**config.mk**
```make
export PLATFORM = sky130hd
export DESIGN_NAME = mem_access_unit
export DESIGN_NICKNAME = d
export VERILOG_FILES = /design/src/rtl/mem_access_unit.sv
export SDC_FILE = /design/constraint.sdc
export NUM_CORES = 1
export LEC_CHECK = 0
export ABC_AREA = 0
export BUFFER_PORTS_ARGS = -buffer_cell sky130_fd_sc_hd__buf_4
export CAP_MARGIN = 20
export CORE_UTILIZATION = 54
export CTS_CLUSTER_DIAMETER = 100
export DETAILED_ROUTE_END_ITERATION = 6
export PLACE_DENSITY = 0.95
export SLEW_MARGIN = 25
export SYNTH_ARGS = -nofsm -noshare
export SYNTH_HDL_FRONTEND = slang
export SYNTH_SLANG_ARGS = --single-unit
```
**constraint.sdc**
```tcl
create_clock -name clock -period 6.42 [get_ports clock]
set_clock_uncertainty 0.15 [all_clocks]
set_input_delay 0.321 -clock clock [delete_from_list [all_inputs] [get_ports clock]]
set_output_delay 0.321 -clock clock [all_outputs]
set_load 0.01 [all_outputs]
```
**src/rtl/mem_access_unit.sv**
```systemverilog
// Single-entry load/store unit: address generation, dmem request, load alignment, writeback pulse.
// Define MEM_MISALIGN_TRAP_EN to report misaligned half/word accesses as exceptions.
module mem_access_unit #(
  parameter int unsigned XLEN      = 32,
  parameter int unsigned PRF_IDX_W = 6,
  parameter int unsigned ROB_IDX_W = 5
) (
  input  logic                 clock,
  input  logic                 reset,
  input  logic                 clear,
  input  logic                 in_valid,
  input  logic                 in_is_store,
  input  logic [1:0]           in_size,
  input  logic                 in_unsigned,
  input  logic [XLEN-1:0]      in_rs1_data,
  input  logic [XLEN-1:0]      in_rs2_data,
  input  logic [XLEN-1:0]      in_imm,
  input  logic [PRF_IDX_W-1:0] in_rd_index,
  input  logic [ROB_IDX_W-1:0] in_rob_index,
  output logic                 busy,
  output logic                 dmem_req_valid,
  input  logic                 dmem_req_ready,
  output logic [XLEN-1:0]      dmem_req_addr,
  output logic                 dmem_req_we,
  output logic [XLEN-1:0]      dmem_req_wdata,
  output logic [3:0]           dmem_req_wstrb,
  input  logic                 dmem_resp_valid,
  input  logic [XLEN-1:0]      dmem_resp_rdata,
  output logic                 wb_valid,
  output logic                 wb_rd_write,
  output logic [PRF_IDX_W-1:0] wb_rd_index,
  output logic [XLEN-1:0]      wb_data,
  output logic [ROB_IDX_W-1:0] wb_rob_index,
  output logic                 wb_exception
);

  typedef enum logic [1:0] {StIdle, StReq, StWait, StDrain} state_e;

  state_e                 state;
  logic                   op_store;
  logic                   op_unsigned;
  logic [1:0]             op_size;
  logic [PRF_IDX_W-1:0]   op_rd;
  logic [ROB_IDX_W-1:0]   op_rob;

  logic [XLEN-1:0]        acc_addr;
  logic [XLEN-1:0]        acc_wdata;
  logic [3:0]             acc_wstrb;
  logic                   acc_misalign;

  logic [1:0]             ld_off;
  logic [7:0]             ld_byte;
  logic [15:0]            ld_half;
  logic [XLEN-1:0]        ld_data;

  assign busy     = (state != StIdle);
  assign acc_addr = in_rs1_data + in_imm;

`ifdef MEM_MISALIGN_TRAP_EN
  assign acc_misalign = ((in_size == 2'd1) && acc_addr[0]) ||
                        (in_size[1] && (acc_addr[1:0] != 2'b00));
`else
  assign acc_misalign = 1'b0;
`endif

  // Store data is replicated across lanes so the strobes alone select the bytes written.
  always_comb begin
    acc_wdata = in_rs2_data;
    acc_wstrb = 4'b1111;
    unique case (in_size)
      2'd0: begin
        acc_wdata = {4{in_rs2_data[7:0]}};
        acc_wstrb = 4'b0001 << acc_addr[1:0];
      end
      2'd1: begin
        acc_wdata = {2{in_rs2_data[15:0]}};
        acc_wstrb = 4'b0011 << {acc_addr[1], 1'b0};
      end
      default: begin
        acc_wdata = in_rs2_data;
        acc_wstrb = 4'b1111;
      end
    endcase
  end

  assign ld_off  = dmem_req_addr[1:0];
  assign ld_byte = dmem_resp_rdata[{ld_off, 3'b000} +: 8];
  assign ld_half = dmem_resp_rdata[{ld_off[1], 4'b0000} +: 16];

  always_comb begin
    ld_data = dmem_resp_rdata;
    unique case (op_size)
      2'd0:    ld_data = {{(XLEN-8){ld_byte[7] & ~op_unsigned}}, ld_byte};
      2'd1:    ld_data = {{(XLEN-16){ld_half[15] & ~op_unsigned}}, ld_half};
      default: ld_data = dmem_resp_rdata;
    endcase
  end

  always_ff @(posedge clock) begin
    if (reset) begin
      state          <= StIdle;
      op_store       <= 1'b0;
      op_unsigned    <= 1'b0;
      op_size        <= 2'd0;
      op_rd          <= '0;
      op_rob         <= '0;
      dmem_req_valid <= 1'b0;
      dmem_req_addr  <= '0;
      dmem_req_we    <= 1'b0;
      dmem_req_wdata <= '0;
      dmem_req_wstrb <= 4'b0000;
      wb_valid       <= 1'b0;
      wb_rd_write    <= 1'b0;
      wb_rd_index    <= '0;
      wb_data        <= '0;
      wb_rob_index   <= '0;
      wb_exception   <= 1'b0;
    end else begin
      wb_valid     <= 1'b0;
      wb_exception <= 1'b0;
      case (state)
        StIdle: begin
          if (in_valid && !clear) begin
            op_store      <= in_is_store;
            op_unsigned   <= in_unsigned;
            op_size       <= in_size;
            op_rd         <= in_rd_index;
            op_rob        <= in_rob_index;
            dmem_req_addr <= acc_addr;
            if (acc_misalign) begin
              wb_valid     <= 1'b1;
              wb_exception <= 1'b1;
              wb_rd_write  <= 1'b0;
              wb_rd_index  <= in_rd_index;
              wb_data      <= acc_addr;
              wb_rob_index <= in_rob_index;
            end else begin
              state          <= StReq;
              dmem_req_valid <= 1'b1;
              dmem_req_we    <= in_is_store;
              dmem_req_wdata <= in_is_store ? acc_wdata : '0;
              dmem_req_wstrb <= in_is_store ? acc_wstrb : 4'b0000;
            end
          end
        end
        StReq: begin
          if (clear) begin
            state          <= StIdle;
            dmem_req_valid <= 1'b0;
          end else if (dmem_req_ready) begin
            dmem_req_valid <= 1'b0;
            if (op_store) begin
              state        <= StIdle;
              wb_valid     <= 1'b1;
              wb_rd_write  <= 1'b0;
              wb_rd_index  <= op_rd;
              wb_data      <= '0;
              wb_rob_index <= op_rob;
            end else begin
              state <= StWait;
            end
          end
        end
        StWait: begin
          if (dmem_resp_valid) begin
            state <= StIdle;
            if (!clear) begin
              wb_valid     <= 1'b1;
              wb_rd_write  <= 1'b1;
              wb_rd_index  <= op_rd;
              wb_data      <= ld_data;
              wb_rob_index <= op_rob;
            end
          end else if (clear) begin
            state <= StDrain;
          end
        end
        StDrain: begin
          // The flushed load's response is still owed by memory; absorb it silently.
          if (dmem_resp_valid) begin
            state <= StIdle;
          end
        end
        default: state <= StIdle;
      endcase
    end
  end

endmodule

```
# Word-level counts from Yosys, hierarchy flattened
# Index checks and enable logic that the tools add are counted.
[classes]
n_addsub = 1
eq_ne = 14
shifts = 4
n_mux = 47
n_bitwise = 3
n_reduce_logical = 12
[op_table]
columns = ["operator", "n"]
rows = [
  ["$mux 32", 6],
  ["$pmux 32 s2", 3],
  ["$add 32x32->32", 1],
  ["$shiftx 32x6->16", 1],
  ["$shiftx 32x6->8", 1],
  ["$mux 6", 5],
  ["$mux 5", 5],
  ["$mux 2", 7],
  ["$ne 2x2->1 const B", 7],
  ["$mux 1", 13],
  ["$pmux 6 s2", 1],
  ["$pmux 5 s2", 1],
  ["$pmux 2 s4", 1],
  ["$pmux 4 s2", 1],
  ["$eq 2x1->1 const B", 3],
  ["$logic_not 2->1", 3],
  ["$ne 3x3->1 const B", 2],
  ["$pmux 1 s2", 3],
  ["$reduce_and 6->1", 1],
  ["$reduce_bool 2->1", 3],
  ["$eq 2x2->1 const B", 2],
  ["$mux 4", 1],
  ["$reduce_and 4->1", 1],
  ["$shl 1x2->4 const A", 1],
  ["other kinds (7)", 8],
]
[totals]
ff_bits = 131
input_bits = 149
out_inout_bits = 117
wordCells = 96

# Logic depth before layout (Yosys ltp)
[logic_depth]
depth_word = 6
depth_mapped = 10
depth_no_buf = 10

# Worst setup path before layout
# No wires, ideal clock.
[synth_path]
kind = "input port to flip-flop"
start = "input in_rs1_data[6]"
end = "register dmem_req_addr[19]"
setup_ps = 122
arrival_time_ps = 2206
required_ps = 6148
setup_slack_ps = 3943
stages = 7
n_path_buf = 0
path_cell_list = "ha_1 > a2111o_1 > o21ai_4 > o21bai_4 > a311oi_4 > o21ai_1 > a221o_1"
[synth_via]
elab_chain_cells = 1
[synth_rtl]
columns = ["item", "line", "text"]
rows = [
  ["start: declaration", "15", "input logic [XLEN-1:0] in_rs1_data,"],
  ["$add 32x32->32", "57", "assign acc_addr = in_rs1_data + in_imm;"],
  ["end signal: assignment", "129", "dmem_req_addr <= acc_addr;"],
  ["end: declaration", "23", "output logic [XLEN-1:0] dmem_req_addr,"],
]
# Every way passes these cells.
# A chain may end at the register's enable or synchronous reset.

# Worst setup path after layout
[layout_path]
start = "register dmem_req_addr[1]"
end = "register wb_data[23]"
[layout_via]
elab_chain_cells = 6
elab_cells_between_ends = 8
cone_classes = "shift (2); mux (4); bitwise (2)"
[layout_rtl]
columns = ["item", "line", "text"]
rows = [
  ["$shiftx 32x6->16 or $shiftx 32x6->8 (tied branches)", "88, 87", ""],
  ["$and 1x1->1 (on tied branches)", "94, 93", ""],
  ["$pmux 32 s2 (*)", "92", "unique case (op_size)"],
  ["$mux 32 (*)", "167", "if (!clear) begin"],
  ["$mux 32 (*)", "165", "if (dmem_resp_valid) begin"],
  ["$pmux 32 s2 (*)", "121", "case (state)"],
  ["end signal: assignment", "135", "wb_data <= acc_addr;"],
  ["end signal: assignment", "171", "wb_data <= ld_data;"],
  ["end: declaration", "32", "output logic [XLEN-1:0] wb_data,"],
]
# Mark *: on every way between the ends. The rest lies on a longest branch, timed or not. The select of a mux whose other input is x is not followed.

==> results_dict.tcl <==
set metrics [dict create \
    status "finished, violations left" \
    violations "DRC" \
    dieHeight_um 117.3 \
    ys_warn_count 0 \
    ys_ff_latch 131 \
    worst-path-buf-inv 0 \
    ys.flop_type "dfxtp_1" \
    peakVddDrop_mv 0.2381 \
    ff2ff_setup_slack_ns 3.52 \
    postCtsHoldBufs 7 \
    layout-drive-gt1-share_pct 28.28 \
    clkLatencyLatePin_ns 0.42 \
    viasPerCell 5.903 \
    ant_nets 0 \
    yosysTopAreaCell "dfxtp_1" \
    setup_viol 0 \
    critPathLaunchType "flop" \
    setup_slack_ns 3.516 \
    p_total_uw 2311 \
    tightest_slew_ns 1.127 \
    slew_headroom_pct 24.59 \
    power_density_nw_per_um2 234.5 \
    grt.overflow.total 0 \
    grt_usage_pct 33.82 \
    finalMaxSlewViolations 0 \
    cp.required_ns 6.61 \
    io_pins 266 \
    htree_levels 4 \
    firstDrtPassIters 7 \
    preCtsSetupSlack_ns 3.626 \
    final_util_pct 77.13 \
    hold_viol 0 \
    worst_setup_path_end_kind "flop" \
    ys_seq_area_share_pct 36.50 \
    numCtsBuffers 17 \
    period_needed_ns 2.904 \
    synth_area_um2 7184 \
    cts-resized-gates 0 \
    wl_per_cell_um 17.32 \
    synth_top_cell_area_share_pct 36.50 \
    crit_type "reg2reg" \
    coreArea_um2 12770 \
    rows 41 \
    rsz0062_at_grt "no" \
    place_congestion 0.9517 \
    synth-edff-count 0 \
    first_global_vias 7712 \
    io_buffer_count 264 \
    cts_tree "built" \
    crit_chain "mux4_2 -> a21oi_2 -> o21a_1 -> nor2_1 -> o21ai_0 -> a21oi_1" \
    synth_nets 1112 \
    multi_input_area_um2 4218 \
    netlist_instances 927 \
    synth_area_per_cell_um2 7.750 \
    path_delay_family "flip-flops" \
    clockBufferDepth 2 \
    antenna_found_initial 0 \
    synth_most_common_cell "nand2_1" \
    synthTopCellsByCount "nand2_1 (165), dfxtp_1 (131), a21oi_1 (130), nor2_1 (64), o21ai_0 (58)" \
    start_util_pct 56.24 \
    yosys-top-cells-area "dfxtp_1 (37%), a21oi_1 (9.1%), nand2_1 (8.6%)" \
    clkTransAtPathRegs_ns 0.06 \
    cp_max_fo 28 \
    max_cap_violations 0 \
    grt_pass1_wl_mm 37.58 \
    die_area_um2 13770 \
    cts.sinks 131 \
    grt_start_max_net_pins 77 \
    diodes 0 \
    synth.distinct_cells 62 \
    worstPathArrival_ns 3.09 \
    final-seq-area_um2 2623 \
    wl_mm 23.32 \
    cpMaxStageDelayCell "dfxtp_1" \
    route.detailed.drc 2 \
    p_leak_uw 0.004244 \
    fin_nets 1346 \
    drt_iter0_drc 852 \
    cts-root-buf "clkbuf_16" \
    fmax_ghz 0.3443 \
    area_growth_pct 37.13 \
    cts_setup_buffers 0 \
    fin_crit_sh_pct 45.24 \
    hp-class "in2reg" \
    fillers 933 \
    die_w_um 117.3 \
    route.vias.total 7946 \
    tns_ns 0 \
    async_flop_share_pct 0 \
    dp_hpwl_mm 16.56 \
    cpPeakStageDelay_ns 0.87 \
]
-- report_power, final --
part           leakage, µW  internal, µW  switching (µW)
logic              0.00290           216             268
registers          0.00106           846            27.4
clock network     0.000277           575             377
total              0.00424          1640             673
-- kinds of logic after synthesis --
| logic type | count (synthesis) | synth area share, % |
|---|---|---|
| fa+ha+maj | 36 | 6.374 |
| flops | 131 | 36.50 |
| simple gates | 309 | 18.56 |
| buf+inv | 94 | 5.033 |
| other cells | 1 | 0.05220 |
| xor+xnor | 18 | 2.194 |
| compound gates | 311 | 27.06 |
| mux | 27 | 4.215 |
-- per-layer routing --
metal | vias up | routed length [µm] | track usage, %
met1 | 3634 | 8733 | 37.72
met3 | 96 | 1909 | 7.198
met2 | 448 | 11500 | 58.88
met5 | - | 0 | 0
li1 | 3768 | - | -
met4 | 0 | 1176 | 20.29
-- placed cells by master (no fill, tap or decap), types with 7 or more instances in the layout --
| master | netlist | layout |
|---|---|---|
| nand2_1 | 165 | 165 |
| nor3_1 | 9 | 9 |
| a221oi_1 | 9 | 9 |
| xnor2_1 | 7 | 7 |
| a211oi_1 | 14 | 13 |
| buf_4 | 1 | 269 |
| and3_1 | 7 | 7 |
| o221ai_1 | 9 | 9 |
| mux2i_1 | 10 | 10 |
| nor2b_1 | 7 | 7 |
| nand4_1 | 7 | 7 |
| a31oi_1 | 12 | 12 |
| nand3_1 | 23 | 22 |
| inv_1 | 33 | 33 |
| a22oi_1 | 18 | 18 |
| dlygate4sd3_1 | 0 | 7 |
| a21o_1 | 11 | 11 |
| ha_1 | 35 | 35 |
| clkbuf_16 | 0 | 17 |
| xor2_1 | 11 | 11 |
| o21ai_1 | 10 | 10 |
| mux2_2 | 16 | 16 |
| nor2_1 | 64 | 63 |
| dfxtp_1 | 131 | 131 |
| o21ai_0 | 58 | 58 |
| a21oi_1 | 130 | 130 |
-- stage by stage --
step                instance area, µm²  cells  hold WS [ns]
floorplan                         7184    927        0.2821
global placement                  9199   1307        0.2868
detailed placement                9199   1307        0.2933
CTS                               9852   1346      0.001029
global route                      9852   1346       0.01085
finish                            9852   1346       0.01590
-- worst reg2reg max path, delay by kind of cell, from the launching register on --
family,cells,cell delay (ns)
flip-flops,1,0.87
AO/OA/AOI/OAI,4,0.76
AND/OR/NAND/NOR,1,0.66
multiplexers,1,0.39
-- sequential cells by signal, summed over array words and instances (netlist names) --
register	flops
dmem_req_addr	32
dmem_req_valid	1
dmem_req_wdata	32
dmem_req_wstrb	4
op_rd	6
op_rob	5
op_size	2
op_store	1
op_unsigned	1
state	2
wb_data	32
wb_rd_index	6
wb_rd_write	1
wb_rob_index	5
wb_valid	1
-- cell type report --
class	count	share of cell area, %
Multi-Input combinational cell	702	42.81
Sequential cell	131	26.62
Timing Repair Buffer	276	21.21
Clock buffer	18	4.356
Tap cell	172	2.184
Clock inverter	14	1.562
Inverter	33	1.257
-- final timing paths --
path,depth (start not counted),from,endpoint
max,6,dmem_req_addr[1],wb_data[23]
min,3,in_rd_index[0],op_rd[0]
min reg2reg,2,op_rd[0],wb_rd_index[0]
max reg2reg,6,dmem_req_addr[1],wb_data[23]
Note: power is estimated with default switching activity, not from simulation.
